$ cat src/rtl/ws2812_pkg.sv
// ws2812_pkg: shared types, timing constants and helpers for the WS2812
// transmitter/receiver pair.
package ws2812_pkg;

    typedef enum logic [1:0] {
        SYNC,
        IDLE,
        HIGH,
        LOW
    } rx_state_t;

    localparam int PIXEL_W = 24;

    // Nominal transmitter timing in clk cycles
    localparam int T0H       = 9;
    localparam int T0L       = 22;
    localparam int T1H       = 19;
    localparam int T1L       = 16;
    localparam int RESET_NUM = 100;

    // Receiver defaults
    localparam int DEF_BIT_THRESH   = 14;
    localparam int DEF_RESET_CYCLES = 80;
    localparam int DEF_MAX_HIGH     = 40;

    // 8-bit increment that sticks at 255
    function automatic logic [7:0] sat_inc8(input logic [7:0] v);
        return (v == 8'hFF) ? v : v + 8'd1;
    endfunction

endpackage

$ cat src/rtl/ws2812_rx_sync.sv
// ws2812_rx_sync: 2-FF synchronizer for the asynchronous WS2812 line followed
// by a registered edge detector. level is the synced input delayed one more
// cycle so that it lines up with the rise/fall pulses.
module ws2812_rx_sync (
    input  logic clk,
    input  logic rst,
    input  logic din,
    output logic level,
    output logic rise,
    output logic fall
);

    logic meta;
    logic synced;

    // Two-flop synchronizer bringing din into the clk domain
    always_ff @(posedge clk or posedge rst) begin
        if (rst) begin
            meta   <= 1'b0;
            synced <= 1'b0;
        end else begin
            meta   <= din;
            synced <= meta;
        end
    end

    // Registered edge detect; level keeps the previous synced sample
    always_ff @(posedge clk or posedge rst) begin
        if (rst) begin
            level <= 1'b0;
            rise  <= 1'b0;
            fall  <= 1'b0;
        end else begin
            level <= synced;
            rise  <= synced & ~level;
            fall  <= ~synced & level;
        end
    end

endmodule

$ cat src/rtl/ws2812_rx.sv
// ws2812_rx: WS2812 NRZ stream decoder. Measures high-pulse widths, assembles
// 24-bit LSB-first pixels, strobes pixel/latch/error events.
// Optional build macro WS2812_RX_FWD_EN: forwards the stream on dout with the
// first pixel of each frame consumed, like a real chained LED.
module ws2812_rx
    import ws2812_pkg::*;
#(
    parameter int BIT_THRESH   = DEF_BIT_THRESH,
    parameter int RESET_CYCLES = DEF_RESET_CYCLES,
    parameter int MAX_HIGH     = DEF_MAX_HIGH
) (
    input  logic                 clk,
    input  logic                 rst,
    input  logic                 din,
    output logic [PIXEL_W-1:0]   pixel_data,
    output logic                 pixel_valid,
    output logic [7:0]           pixel_index,
    output logic                 frame_end,
    output logic                 err,
    output logic                 dout
);

    localparam logic [7:0] THRESH  = 8'(BIT_THRESH);
    localparam logic [7:0] LATCH_N = 8'(RESET_CYCLES);
    localparam logic [7:0] HIGH_N  = 8'(MAX_HIGH);

    rx_state_t          state;
    rx_state_t          next_state;
    logic [7:0]         hcnt;
    logic [7:0]         lcnt;
    logic [4:0]         bitcnt;
    logic [PIXEL_W-1:0] shreg;
    logic [PIXEL_W-1:0] word;
    logic               level;
    logic               rise;
    logic               fall;
    logic               enter_high;
    logic               bit_done;
    logic               hi_err;
    logic               latch;
    logic               bit_val;
    logic               last_bit;

    ws2812_rx_sync u_sync (
        .clk   (clk),
        .rst   (rst),
        .din   (din),
        .level (level),
        .rise  (rise),
        .fall  (fall)
    );

    // Decoded bit, the word it completes, and whether this is bit 24
    assign bit_val  = (hcnt >= THRESH);
    assign word     = {bit_val, shreg[PIXEL_W-1:1]};
    assign last_bit = (bitcnt == 5'd23);

    // State register
    always_ff @(posedge clk or posedge rst) begin
        if (rst) state <= SYNC;
        else     state <= next_state;
    end

    // Next-state logic and per-cycle event decode; a rising edge in LOW wins
    // over the latch timeout, and a falling edge in HIGH wins over the error
    always_comb begin
        next_state = state;
        enter_high = 1'b0;
        bit_done   = 1'b0;
        hi_err     = 1'b0;
        latch      = 1'b0;
        case (state)
            SYNC: begin
                if (lcnt >= LATCH_N) next_state = IDLE;
            end
            IDLE: begin
                if (rise) begin
                    enter_high = 1'b1;
                    next_state = HIGH;
                end
            end
            HIGH: begin
                if (fall) begin
                    bit_done   = 1'b1;
                    next_state = LOW;
                end else if (hcnt >= HIGH_N) begin
                    hi_err     = 1'b1;
                    next_state = SYNC;
                end
            end
            LOW: begin
                if (rise) begin
                    enter_high = 1'b1;
                    next_state = HIGH;
                end else if (lcnt >= LATCH_N) begin
                    latch      = 1'b1;
                    next_state = IDLE;
                end
            end
            default: next_state = SYNC;
        endcase
    end

    // High/low time counters; the entering cycle already counts as 1
    always_ff @(posedge clk or posedge rst) begin
        if (rst) begin
            hcnt <= 8'd0;
            lcnt <= 8'd0;
        end else begin
            if (enter_high)         hcnt <= 8'd1;
            else if (state == HIGH) hcnt <= sat_inc8(hcnt);
            else                    hcnt <= 8'd0;

            case (state)
                SYNC:    lcnt <= (level || next_state == IDLE) ? 8'd0 : sat_inc8(lcnt);
                HIGH:    lcnt <= bit_done ? 8'd1 : 8'd0;
                LOW:     lcnt <= (next_state == LOW) ? sat_inc8(lcnt) : 8'd0;
                default: lcnt <= 8'd0;
            endcase
        end
    end

    // Bit assembly and pixel hand-off; errors and latches drop partial pixels
    always_ff @(posedge clk or posedge rst) begin
        if (rst) begin
            shreg       <= '0;
            bitcnt      <= 5'd0;
            pixel_data  <= '0;
            pixel_valid <= 1'b0;
        end else begin
            pixel_valid <= 1'b0;
            if (bit_done) begin
                if (last_bit) begin
                    pixel_data  <= word;
                    pixel_valid <= 1'b1;
                    shreg       <= '0;
                    bitcnt      <= 5'd0;
                end else begin
                    shreg  <= word;
                    bitcnt <= bitcnt + 5'd1;
                end
            end else if (hi_err || latch) begin
                shreg  <= '0;
                bitcnt <= 5'd0;
            end
        end
    end

    // Frame/error strobes and in-frame pixel index (advances after each strobe)
    always_ff @(posedge clk or posedge rst) begin
        if (rst) begin
            frame_end   <= 1'b0;
            err         <= 1'b0;
            pixel_index <= 8'd0;
        end else begin
            frame_end <= latch;
            err       <= hi_err | (latch && bitcnt != 5'd0);
            if (hi_err || latch)  pixel_index <= 8'd0;
            else if (pixel_valid) pixel_index <= pixel_index + 8'd1;
        end
    end

`ifdef WS2812_RX_FWD_EN
    logic fwd_en;

    // Forwarding opens once the first pixel of a frame is consumed
    always_ff @(posedge clk or posedge rst) begin
        if (rst)                      fwd_en <= 1'b0;
        else if (hi_err || latch)     fwd_en <= 1'b0;
        else if (bit_done && last_bit) fwd_en <= 1'b1;
    end

    assign dout = level & fwd_en;
`else
    assign dout = 1'b0;
`endif

endmodule

$ cat config.mk
export PLATFORM = sky130hd
export DESIGN_NAME = ws2812_rx
export DESIGN_NICKNAME = d
export VERILOG_FILES = /design/src/rtl/ws2812_pkg.sv /design/src/rtl/ws2812_rx_sync.sv /design/src/rtl/ws2812_rx.sv
export SDC_FILE = /design/constraint.sdc
export NUM_CORES = 1
export LEC_CHECK = 0
export BUFFER_PORTS_ARGS = -buffer_cell sky130_fd_sc_hd__buf_2
export CORE_ASPECT_RATIO = 0.7
export CORE_MARGIN = 2
export CORE_UTILIZATION = 45
export CTS_CLUSTER_DIAMETER = 50
export DETAILED_ROUTE_END_ITERATION = 10
export PLACE_DENSITY = 0.64
export SLEW_MARGIN = 5
export SYNTH_ARGS = -nofsm -noshare
export SYNTH_HDL_FRONTEND = slang
export SYNTH_SLANG_ARGS = --single-unit
$ cat constraint.sdc
create_clock -name clk -period 6.65 [get_ports clk]
set_input_delay 0.3325 -clock clk [delete_from_list [all_inputs] [get_ports clk]]
set_output_delay 0.3325 -clock clk [all_outputs]
set_load 0.02 [all_outputs]
==> run_results.csv <==
group,metric,value,unit
run_status,outcome,"complete, no violations",
grt,grt_util_met3,0.05695,
power_and_ir_drop,ir_drop,0.0002609,V
critical_path,worstPathArrival,2220,ps
sta,relSlewSlack,0.2920,
critical_path,rr_startpoint,"bitcnt[0]$_DFFE_PP0P_",
critical_path,ff2ff_path_depth,4,
sta,setup_viol,0,
worst_hold_path,holdPathStages,1,
clock_tree,clk_latency,330,ps
sta,finClkSkew,4.925,ps
grt,grt_pass1_vias,2026,
grt,grt_pass1_wl,10580,um
final_layout,fill_cells,676,
clock_tree,clk_path_buf_depth,2,
place,io_buffers,37,
place,placed_cells,411,
yosys,yosysWarnings,0,
yosys,synthCells,281,
route,drc_errors,0,
worst_hold_path,min-delay-start,"din",
final_layout,drive_gt1_frac,0.2301,
route,drt-vias-per-instance,5.281,
sta,fmaxAchievable,512.9,MHz
grt,antenna_found_initial,0,
clock_tree,clk_transition_reported_paths,60,ps
final_layout,layout.nets,331,
sta,slew_violations,0,
clock_tree,postCtsHoldBufs,0,
power_and_ir_drop,powerDensity,300.8,nW/um^2
critical_path,r2r_slack,4700,ps
grt,grt_use_met2,0.1964,
critical_path,end_kind,"flip-flop",
clock_tree,cts_root_buf,"clkbuf_16",
yosys,syn_avg_cell_area,13.04,um^2
sta,post-route-period-util,0.2932,
clock_tree,numCtsBuffers,9,
worst_hold_path,hp-class,"in2reg",
floorplan,die_y,79.49,um
power_and_ir_drop,power.leakage,0.002177,uW
sta,rsz0062_at_grt,"false",
floorplan,core_area,7871,um^2
place,dp_hpwl,3937,um
floorplan,num_rows,27,
clock_tree,postCtsResizedCells,0,
yosys,synth-async-reset-ratio,1.000,
route,vias,2255,
clock_tree,cts_tree,"yes",
critical_path,required,6920,ps
worst_hold_path,min_to,"u_sync.meta$_DFF_PP0_",
grt,grt.busiest_layer,"met1",
route,ant_nets,0,
sta,min_period,1950,ps
route,wl_per_cell,14.76,um
critical_path,worstReg2RegEnd,"bitcnt[0]$_DFFE_PP0P_",
route,drt_pass1_iterations,4,
floorplan,start_util,0.4654,
final_layout,antenna_cells,0,
sta,hold_viol,0,
yosys,netlist_area,3664,um^2
sta,tightestPinTransition,1062,ps
route,wirelength,6302,um
floorplan,design.portCount,39,
route,drt_iter0_drc,146,
floorplan,dieArea,8891,um^2
grt,globalRouteMet1Util,0.2318,
grt,track_usage,0.1527,
job,cap_violations,0,
critical_path,cp-start-kind,"flip-flop",
critical_path,path_max_fanout,25,
clock_tree,htreeDepth,3,
yosys,synth_ff_type,"dfrtp_1",
final_layout,area_growth,15.51,%
yosys,ys_seq_elements,86,
grt,grt_max_degree,87,
clock_tree,cts_sinks,86,
yosys,yosys.cell_types.count,48,
place,gp_congestion,0.7629,
floorplan,die_w,111.8,um
final_layout,fin_cells,427,
sta,timing.setup.tns,0,ps
yosys,synth-edff-count,0,
yosys,ys_seq_area_frac,0.5874,
critical_path,critPathKind,"reg2reg",
clock_tree,post_cts_buffers,0,
grt,grt-ovfl-total,0,
==> critical path, cell delays in order (launching register included) <==
cell      delay [ps]
dfrtp_1          410
ha_1             290
nand4b_4         140
and3_1           760
mux2_2           290
==> logic make-up after synthesis <==
logic type | share of synthesized area
multiplexers | 0.08231
AND/OR/NAND/NOR | 0.09870
buffers and inverters | 0.03825
other | 0.001024
XOR/XNOR | 0.03108
AO/OA/AOI/OAI | 0.1373
flip-flops | 0.5874
adder cells (fa/ha/maj) | 0.02391
==> power breakdown <==
| group | internal [uW] | switching [uW] | leakage, uW | total, uW |
|---|---|---|---|---|
| Combinational | 45.3 | 89.5 | 0.000835 | 135 |
| Clock | 366 | 200 | 0.000159 | 566 |
| Sequential | 545 | 27.3 | 0.00118 | 572 |
| Total | 956 | 316 | 0.00218 | 1270 |
==> metal layers <==
layer | up-vias | part of all wire | wire [um]
met3 | 8 | 0.042 | 267
met5 | - | 0 | 0
met2 | 48 | 0.41 | 2574
li1 | 1083 | - | -
met4 | 0 | 0.012 | 76
met1 | 1116 | 0.54 | 3383
==> state kept, by name (all words and copies together), names as in the netlist <==
register and flops:
bitcnt 5, err 1, frame_end 1, hcnt 8, lcnt 8, pixel_data 24, pixel_index 8, pixel_valid 1
shreg 23, state 2, u_sync.fall 1, u_sync.level 1, u_sync.meta 1, u_sync.rise 1, u_sync.synced 1
==> synthesized netlist by cell type, types with 2 or more instances <==
| cell | number | share of area |
|---|---|---|
| o31ai_1 | 2 | 0.0041 |
| a311oi_1 | 2 | 0.0048 |
| dfrtp_1 | 86 | 0.59 |
| xnor2_1 | 9 | 0.022 |
| nor3_1 | 4 | 0.0055 |
| a31oi_1 | 6 | 0.010 |
| a22o_1 | 21 | 0.050 |
| mux2i_1 | 2 | 0.0055 |
| buf_8 | 2 | 0.0082 |
| mux2_1 | 19 | 0.058 |
| o211ai_1 | 2 | 0.0041 |
| and3_1 | 5 | 0.0085 |
| a21oi_1 | 3 | 0.0041 |
| nand2_1 | 10 | 0.010 |
| nand4_1 | 4 | 0.0068 |
| mux2_2 | 6 | 0.018 |
| o21ai_0 | 8 | 0.011 |
| ha_1 | 7 | 0.024 |
| o21ai_4 | 2 | 0.0089 |
| buf_6 | 3 | 0.0092 |
| a22o_2 | 4 | 0.011 |
| inv_1 | 12 | 0.012 |
| buf_4 | 3 | 0.0061 |
| nand3_1 | 7 | 0.0096 |
| and3b_1 | 2 | 0.0048 |
| nor2_1 | 23 | 0.024 |
| xor2_1 | 4 | 0.0096 |
| a211oi_1 | 2 | 0.0041 |
| nor2b_1 | 2 | 0.0034 |
==> cell type report <==
cell class              instances  area [um^2]  area share
flip-flops and latches         86         2152      0.5086
multi-input cells             174         1375      0.3250
clock buffers                  10        229.0     0.05411
repair buffers                 38        192.7     0.04554
well taps                     101        126.4     0.02986
clock inverters                 6        110.1     0.02602
inverters                      12        46.29     0.01094
==> how the worst max path moves through the flow <==
| stage | startpoint | end | cells past startpoint |
|---|---|---|---|
| final | bitcnt[0]$_DFFE_PP0P_ | bitcnt[0]$_DFFE_PP0P_ | 4 |
| after global routing | bitcnt[0]$_DFFE_PP0P_ | bitcnt[0]$_DFFE_PP0P_ | 4 |
| after CTS | bitcnt[0]$_DFFE_PP0P_ | bitcnt[0]$_DFFE_PP0P_ | 4 |
| after detailed placement | bitcnt[0]$_DFFE_PP0P_ | bitcnt[0]$_DFFE_PP0P_ | 4 |
| after global placement | bitcnt[0]$_DFFE_PP0P_ | bitcnt[0]$_DFFE_PP0P_ | 4 |
| after floorplan | rst | bitcnt[0]$_DFFE_PP0P_ | 1 |
==> through the flow <==
stage | worst slack [ps] | utilization | cell area [um^2] | power [uW] | hold slack, ps
floorplan | 4096 | - | 3667 | 692.9 | 331.2
detailed placement | 4722 | 0.4945 | 3892 | 717.8 | 344.8
CTS | 4685 | 0.5376 | 4232 | 1290 | 86.11
global route | 4509 | 0.5376 | 4232 | 1330 | 91.25
global placement | 4744 | 0.4945 | 3892 | 713.5 | 335.2
finish | 4700 | 0.5376 | 4232 | 1273 | 100.7
==> placed cells by master, fill, tap and decap left out, types with 3 or more instances in the layout <==
| cell | instances |
|---|---|
| clkbuf_16 | 9 |
| xnor2_1 | 9 |
| nand4_1 | 4 |
| a21oi_1 | 3 |
| dfrtp_1 | 86 |
| and3_1 | 5 |
| nor3_1 | 4 |
| ha_1 | 7 |
| mux2_2 | 6 |
| o21ai_0 | 8 |
| a22o_1 | 21 |
| inv_1 | 11 |
| nor2_1 | 23 |
| buf_2 | 37 |
| a22o_2 | 4 |
| bufinv_16 | 3 |
| mux2_1 | 19 |
| nand2_1 | 10 |
| a31oi_1 | 6 |
| nand3_1 | 7 |
| xor2_1 | 4 |
Power figures use the tool's default switching activity.
